$ cat src/rtl/rv_decode_execute.sv
// RV32I decode/execute stage: opcode + ALU-control decode, 32-bit ALU and branch
// decision, all outputs registered. Define ALU_SHIFT_EN to build the shifter.
module rv_decode_execute (
  input  logic        clk,
  input  logic        rst,
  input  logic        in_valid,
  input  logic [31:0] instr,
  input  logic [31:0] rs1_data,
  input  logic [31:0] rs2_data,
  input  logic [31:0] imm,
  output logic        out_valid,
  output logic [31:0] alu_result,
  output logic        zero,
  output logic        take,
  output logic        alu_src,
  output logic        mem_to_reg,
  output logic        mem_read,
  output logic        mem_write,
  output logic        branch,
  output logic        reg_write,
  output logic [1:0]  alu_op,
  output logic        link,
  output logic        jalr_base,
  output logic [3:0]  alu_ctrl,
  output logic        illegal
);

  typedef enum logic [3:0] {
    ALU_AND  = 4'b0000, ALU_OR  = 4'b0001, ALU_ADD = 4'b0010, ALU_XOR  = 4'b0011,
    ALU_SLL  = 4'b0100, ALU_SRL = 4'b0101, ALU_SUB = 4'b0110, ALU_SRA  = 4'b0111,
    ALU_SLT  = 4'b1000, ALU_SLTU = 4'b1001
  } alu_ctrl_e;

  localparam logic [6:0] OP_R      = 7'b0110011;
  localparam logic [6:0] OP_I      = 7'b0010011;
  localparam logic [6:0] OP_LOAD   = 7'b0000011;
  localparam logic [6:0] OP_STORE  = 7'b0100011;
  localparam logic [6:0] OP_BRANCH = 7'b1100011;
  localparam logic [6:0] OP_JAL    = 7'b1101111;
  localparam logic [6:0] OP_JALR   = 7'b1100111;

  logic [2:0]  w_funct3;
  logic        w_f7b;
  logic        w_alu_src, w_mem_to_reg, w_mem_read, w_mem_write;
  logic        w_branch, w_reg_write, w_link, w_jalr_base, w_illegal;
  logic [1:0]  w_alu_op;
  alu_ctrl_e   w_alu_ctrl;
  logic [31:0] w_op_b;
  logic [31:0] w_result;
  logic        w_zero;
  logic        w_take;
  logic        w_unused_bits;

  assign w_funct3      = instr[14:12];
  assign w_f7b         = instr[30];
  assign w_unused_bits = ^{instr[31], instr[29:15], instr[11:7]};

  // NOTE: every signal gets a default before the case so no path leaves it
  // unassigned; otherwise synthesis infers a latch to hold the old value.
  always_comb begin
    w_alu_src    = 1'b0;
    w_mem_to_reg = 1'b0;
    w_mem_read   = 1'b0;
    w_mem_write  = 1'b0;
    w_branch     = 1'b0;
    w_reg_write  = 1'b0;
    w_link       = 1'b0;
    w_jalr_base  = 1'b0;
    w_illegal    = 1'b0;
    w_alu_op     = 2'b00;
    case (instr[6:0])
      OP_R:      begin w_reg_write = 1'b1; w_alu_op = 2'b10; end
      OP_I:      begin w_alu_src = 1'b1; w_reg_write = 1'b1; w_alu_op = 2'b11; end
      OP_LOAD:   begin w_alu_src = 1'b1; w_mem_to_reg = 1'b1; w_reg_write = 1'b1;
                       w_mem_read = 1'b1; end
      OP_STORE:  begin w_alu_src = 1'b1; w_mem_write = 1'b1; end
      OP_BRANCH: begin w_branch = 1'b1; w_alu_op = 2'b01; end
      OP_JAL:    begin w_branch = 1'b1; w_reg_write = 1'b1; w_link = 1'b1; end
      OP_JALR:   begin w_alu_src = 1'b1; w_branch = 1'b1; w_reg_write = 1'b1;
                       w_link = 1'b1; w_jalr_base = 1'b1; end
      default:   w_illegal = 1'b1;
    endcase
  end

  always_comb begin
    w_alu_ctrl = ALU_ADD;
    case (w_alu_op)
      2'b00: w_alu_ctrl = ALU_ADD;
      2'b01: begin
        case (w_funct3)
          3'b100, 3'b101: w_alu_ctrl = ALU_SLT;
          3'b110, 3'b111: w_alu_ctrl = ALU_SLTU;
          default:        w_alu_ctrl = ALU_SUB;
        endcase
      end
      default: begin
        case (w_funct3)
          // Immediate forms carry a real immediate in bit 30, so only R-type SUBs.
          3'b000:  w_alu_ctrl = (w_alu_op == 2'b10 && w_f7b) ? ALU_SUB : ALU_ADD;
          3'b001:  w_alu_ctrl = ALU_SLL;
          3'b010:  w_alu_ctrl = ALU_SLT;
          3'b011:  w_alu_ctrl = ALU_SLTU;
          3'b100:  w_alu_ctrl = ALU_XOR;
          3'b101:  w_alu_ctrl = w_f7b ? ALU_SRA : ALU_SRL;
          3'b110:  w_alu_ctrl = ALU_OR;
          default: w_alu_ctrl = ALU_AND;
        endcase
      end
    endcase
  end

  assign w_op_b = w_alu_src ? imm : rs2_data;

  always_comb begin
    w_result = 32'h0;
    case (w_alu_ctrl)
      ALU_AND:  w_result = rs1_data & w_op_b;
      ALU_OR:   w_result = rs1_data | w_op_b;
      ALU_ADD:  w_result = rs1_data + w_op_b;
      ALU_XOR:  w_result = rs1_data ^ w_op_b;
      ALU_SUB:  w_result = rs1_data - w_op_b;
      ALU_SLT:  w_result = {31'b0, $signed(rs1_data) < $signed(w_op_b)};
      ALU_SLTU: w_result = {31'b0, rs1_data < w_op_b};
`ifdef ALU_SHIFT_EN
      ALU_SLL:  w_result = rs1_data << w_op_b[4:0];
      ALU_SRL:  w_result = rs1_data >> w_op_b[4:0];
      ALU_SRA:  w_result = $unsigned($signed(rs1_data) >>> w_op_b[4:0]);
`endif
      default:  w_result = 32'h0;
    endcase
  end

  assign w_zero = (w_result == 32'h0);

  always_comb begin
    w_take = 1'b0;
    if (w_alu_op == 2'b01) begin
      case (w_funct3)
        3'b000:         w_take = w_zero;
        3'b001:         w_take = ~w_zero;
        3'b100, 3'b110: w_take = w_result[0];
        3'b101, 3'b111: w_take = ~w_result[0];
        default:        w_take = 1'b0;
      endcase
    end else if (w_link) begin
      w_take = 1'b1;
    end
  end

  // NOTE: state is updated with non-blocking assignments so every register
  // samples pre-edge values, independent of statement order.
  always_ff @(posedge clk) begin
    if (rst) begin
      out_valid  <= 1'b0;
      alu_result <= 32'h0;
      zero       <= 1'b0;
      take       <= 1'b0;
      alu_src    <= 1'b0;
      mem_to_reg <= 1'b0;
      mem_read   <= 1'b0;
      mem_write  <= 1'b0;
      branch     <= 1'b0;
      reg_write  <= 1'b0;
      alu_op     <= 2'b00;
      link       <= 1'b0;
      jalr_base  <= 1'b0;
      alu_ctrl   <= 4'b0000;
      illegal    <= 1'b0;
    end else begin
      out_valid  <= in_valid;
      alu_result <= w_result;
      zero       <= w_zero;
      take       <= w_take;
      alu_src    <= w_alu_src;
      mem_to_reg <= w_mem_to_reg;
      mem_read   <= w_mem_read;
      mem_write  <= w_mem_write;
      branch     <= w_branch;
      reg_write  <= w_reg_write;
      alu_op     <= w_alu_op;
      link       <= w_link;
      jalr_base  <= w_jalr_base;
      alu_ctrl   <= w_alu_ctrl;
      illegal    <= w_illegal;
    end
  end

endmodule

$ cat config.mk
export PLATFORM = sky130hd
export DESIGN_NAME = rv_decode_execute
export DESIGN_NICKNAME = d
export VERILOG_FILES = /design/src/rtl/rv_decode_execute.sv
export SDC_FILE = /design/constraint.sdc
export NUM_CORES = 1
export LEC_CHECK = 0
export ABC_CLOCK_PERIOD_IN_PS = 6300
export CAP_MARGIN = 10
export CORE_MARGIN = 10
export CORE_UTILIZATION = 25
export DETAILED_ROUTE_END_ITERATION = 10
export DONT_BUFFER_PORTS = 1
export GPL_ROUTABILITY_DRIVEN = 0
export PLACE_DENSITY_LB_ADDON = 0.2
export SLEW_MARGIN = 10
export SYNTH_ARGS = -nofsm -noshare
export SYNTH_HDL_FRONTEND = slang
export SYNTH_SLANG_ARGS = --single-unit
$ cat constraint.sdc
create_clock -name clk -period 6.3 [get_ports clk]
set_clock_uncertainty 0.1 [all_clocks]
set_input_delay 0.945 -clock clk [delete_from_list [all_inputs] [get_ports clk]]
set_output_delay 0.945 -clock clk [all_outputs]
set_load 0.02 [all_outputs]
== Yosys cells after proc, flatten, opt, wreduce, memory -nomap -nowiden ==
Cells that the tools add are included.
Word-level totals
  register bits after elaboration: 49
  output and inout bits: 50
Cells by class
  add/subtract/negate cells: 2
  magnitude comparators: 2
  equality and inequality tests: 22
  muxes and demuxes: 19
  bitwise logic cells: 5
  reductions and logical operators: 14
Operator list (number)
  $pmux 32 s7: 1
  $lt 32x32->1: 2
  $add 32x32->32: 1
  $and 32x32->32: 1
  $logic_not 32->1: 1
  $mux 32: 1
  $or 32x32->32: 1
  $sub 32x32->32: 1
  $xor 32x32->32: 1
  $pmux 4 s7: 1
  $eq 7x7->1 const B: 3
  $pmux 4 s2: 2
  $eq 7x6->1 const B: 2
  $eq 3x3->1 const B: 4
  $mux 1: 10
  $reduce_or 2->1: 5
  $eq 4x2->1 const B: 2
  $eq 4x4->1 const B: 2
  $eq 7x2->1 const B: 1
  $eq 7x5->1 const B: 1
  $reduce_or 7->1: 1
  $eq 3x2->1 const B: 2
  $pmux 2 s3: 1
  $reduce_or 5->1: 1
  15 further kinds: 16

== Depth between registers and ports, before layout ==
  depth in word-level cells: 13
  depth in mapped cells: 23

== Least setup slack after synthesis ==
OpenSTA, ideal clock, no wires.
  path kind: in2reg
  start point: in instr[5]
  end point: reg take
  data arrival time: 5.875 ns
  data required time: 6.080 ns
  setup slack: 0.205 ns
  stages on the path: 21
  buffers on the path: 1
  path through: and3b_1 -> nand4_1 -> nor2_1 -> a21oi_1 -> clkbuf_1 -> mux2_2 -> ha_1 -> fa_1 -> a21o_1 -> a221o_1 -> a41oi_1 -> o21ai_0 -> a221o_1 -> a222oi_1 -> nand2_1 -> a2111oi_0 -> and4_1 -> nand4_1 -> nor4_4 -> a21oi_1 -> a211o_1
Between the ends
  word-level cells in the longest chain between the ends: 13
  elaborated cells between the ends (all ways): 41
  classes of those cells: 2 x add/sub; 2 x order compare; 15 x eq/ne; 11 x mux; 5 x bitwise; 6 x reduce/logical
RTL lines
  start: declaration: RTL line 7  | input logic [31:0] instr,
  parallel branches: the longest is 12 deep, another holds $sub 32x32->32
  $mux 1 (*): RTL line 137  | if (w_alu_op == 2'b01) begin
  end signal: assignment: RTL line 173  | take <= w_take;
  end: declaration: RTL line 14  | output logic take,
Mark *: on every way between the ends.
A chain may end at the register's enable or synchronous reset.

== Worst setup path in the final report ==
Same ends and word-level chain as after synthesis.

==> impl_results.md <==
- Max Fclk: 0.1675 GHz
- Post-Syn Instances: 1026
- Initial Util: 25.34%
- Port Buf Inserts: 0
- Final ANT Viol Nets: 0
- WL/cell: 21.29 microns
- Tcrit/Tclk final: 94.74%
- Placed instance area: 8100 sq um
- Row Count: 62
- Setup tns final: 0 ns
- Top cells by count, synth: nor2_1 (121), ha_1 (98), inv_1 (94)
- Flop pwr share: 28.7%
- Fin. Hold Viols: 0
- H-tree levels: 2
- Net Sw Power: 0.5695 mW
- Via count: 7705
- Crit-path max cell delay: 0.49 ns
- Comb pwr share: 47.4%
- CTS tree: done
- Crit path time final: 5.968 ns
- Max-slew headroom: 39.68%
- Via-to-Cell Ratio: 5.381
- Clock sink count: 49
- Post-Route WL: 30490 microns
- Final setup fails: 0
- Total core area: 28780 sq um
- Layout area overhead: 13.48%
- Crit Path Category: in2reg
- Final core occ: 28.76%
- Crit path arrival time: 6.06 ns
- PwrDens: 166.2 nW/um^2
- Critical-path cell list: and3b_1 -> nand4_1 -> nor2_1 -> a21oi_4 -> mux2_2 -> ha_1 -> fa_1 -> a21o_1 -> a221o_1 -> a41oi_1 -> o21ai_0 -> a221o_1 -> a222oi_1 -> nand2_1 -> a2111oi_0 -> and4_1 -> nand4_1 -> nor4_4 -> a21oi_1 -> a211o_1
- Largest cells by area after synthesis: ha_1 (17%), dfxtp_1 (13%), nor2_1 (6.2%)
- Internal power: 0.8058 mW
- RSZ-0062 raised after global routing: false
- CP endpoint kind: flop
- Status: complete, no violations
- Detail Placement HPWL: 25000 microns
- Number of global-route vias before repair: 7584
- GRT Residual Overflow: 0
- Postcts setup bufs: 0
- Switching part of the total: 41.41%
- Slowest-stage cell, CP: a2111oi_0
- TritonCTS Buffers: 5
- Area leader, netlist: ha_1
- Grt peak-use layer: met2
- Worst-case clock buffer depth: 2
- Leakage: 3.649 nW
- First DRT Iteration DRCs: 704
- Share of layout cells above drive strength 1: 12.21%
- Clock share of power: 24.0%
- Unique masters post-synth: 76
- Register area share after synthesis: 13.45%
- IO Count: 181
- Post-synth top area share: 16.81%
- Met2 GRT Util: 25.54%
- Initial antenna violation count: 0
- #FFs+latches synth: 49
- Die height: 190.8 microns
- Most used flip-flop cell after synthesis: dfxtp_1
- Worst-Margin Slew: 0.9048 ns
- Root buffer cell: clkbuf_16
- Critical Path Source Type: input pin
- Worst Path Required: 6.39 ns
- Tot GR Track Use: 16.16%
- Hold_ws: 0.6098 ns
- CTS-repair resized insts: 0
- Hold Path Class: in2reg
- Top-count cell post-synth: nor2_1
- First-pass GRT wire length: 46460 microns
- Fraction of registers with async set/reset: 0%
- Reg clk slew, reported paths: 0.08 ns
- Pre-Repair DR Iteration Count: 6
- Crit path max fanout: 7
- Hold buffers post-CTS: 0
- Post-synth EDFFs: 0
- Total power: 1.375 mW
- Design area: 8277 sq um
- Peak supply drop: 0.0001167 V
- Die footprint: 36400 sq um
- M3 GR Usage: 3.584%
- GRT met1 Usage: 22.15%
- YS warnings: 0
- Ant. Diodes: 0
- Syn Nets: 1257
- Syn Area/Cell: 7.108 sq um
- Max-cap viol count: 0
- Chip width: 190.8 microns
- Final #Nets: 1278
- Pins Over Slew Limit: 0
- Post-Syn Area: 7293 sq um
- Largest net degree at the start of global routing: 48
- DRC: 0
[placed cells by master (no fill, tap or decap), types with 5 or more instances in the layout]
cell / netlist / routed
nor2_1: 121 / 121
ha_1: 98 / 98
inv_1: 94 / 94
a21oi_1: 84 / 83
nand2_1: 82 / 82
buf_4: 1 / 72
o21ai_0: 51 / 51
dfxtp_1: 49 / 49
nor3_1: 35 / 35
mux2_2: 33 / 33
nand3_1: 25 / 25
a211oi_1: 23 / 23
nor2b_1: 18 / 18
o211ai_1: 18 / 18
a21o_1: 14 / 14
nand4_1: 12 / 12
a31oi_1: 12 / 12
xnor2_1: 12 / 12
o21bai_1: 12 / 12
a221oi_1: 11 / 11
o221ai_1: 10 / 10
o31ai_1: 9 / 9
nor4_1: 9 / 9
and3_1: 8 / 8
o22ai_1: 9 / 8
a221o_1: 7 / 7
a2bb2oi_1: 6 / 6
nand2b_1: 6 / 6
xor2_1: 6 / 6
and4_1: 6 / 6
a2111oi_0: 5 / 5
o311ai_0: 5 / 5
mux2i_1: 5 / 5
clkbuf_16: 0 / 5
[flip-flops by register name, indices dropped and copies added (netlist names)]
register and flops:
alu_ctrl 4, alu_op 2, alu_result 32, alu_src 1, branch 1, illegal 1
jalr_base 1, link 1, mem_read 1, mem_write 1, out_valid 1, reg_write 1
take 1, zero 1
[worst paths after layout]
| kind | cells after the start | endpoint | startpoint | slack, ns |
|---|---|---|---|---|
| worst max-delay path | 20 | take | instr[5] | 0.33 |
| worst min-delay path | 1 | alu_result[17] | rst | 0.61 |
[cells by family after synthesis]
group                      count (synthesis)  share of synthesized area, %
AOI/OAI and AO/OA                        322                         29.85
xor gates and xnor gates                  18                         2.162
adders and majority gates                100                         17.36
buffers and inverters                    153                         8.458
DFF                                       49                         13.45
muxes                                     38                         5.782
and+or+nand+nor                          346                         22.94
[power groups by stage]
stage	Clock [mW]	Combinational (mW)	Sequential, mW
floorplan	0	0.437	0.392
global placement	0	0.640	0.403
detailed placement	0	0.641	0.402
CTS	0.336	0.645	0.395
global route	0.345	0.721	0.397
finish	0.330	0.651	0.394
[layer usage]
metal  share of wire, %  vias up
met1                 46     3647
met5                  0        -
met4               0.98        0
met2                 45      290
met3                8.3       16
li1                   -     3752
[metrics by stage]
stage | std cells | setup WS (ns)
final | 1432 | 0.3315
after global routing | 1432 | 0.01776
after global placement | 1424 | 0.1997
after detailed placement | 1424 | 0.09902
after floorplan | 1026 | 0.2053
after CTS | 1432 | 0.3806
[cell type report]
type	instances	area [sq um]
flip-flops and latches	49	980.9
fillers	3145	20500
repair buffers	73	560.5
multi-input cells	824	5725
clock buffers	6	138.9
clock inverters	2	37.54
well taps	384	480.5
inverters	94	352.8
[worst max-delay path: cells and delay by family]
family	cells	cell delay (ns)
adder cells (fa/ha/maj)	2	0.70
AO/OA/AOI/OAI	10	2.87
AND/OR/NAND/NOR	7	1.13
multiplexers	1	0.39
Note: power is estimated with default switching activity, not from simulation.
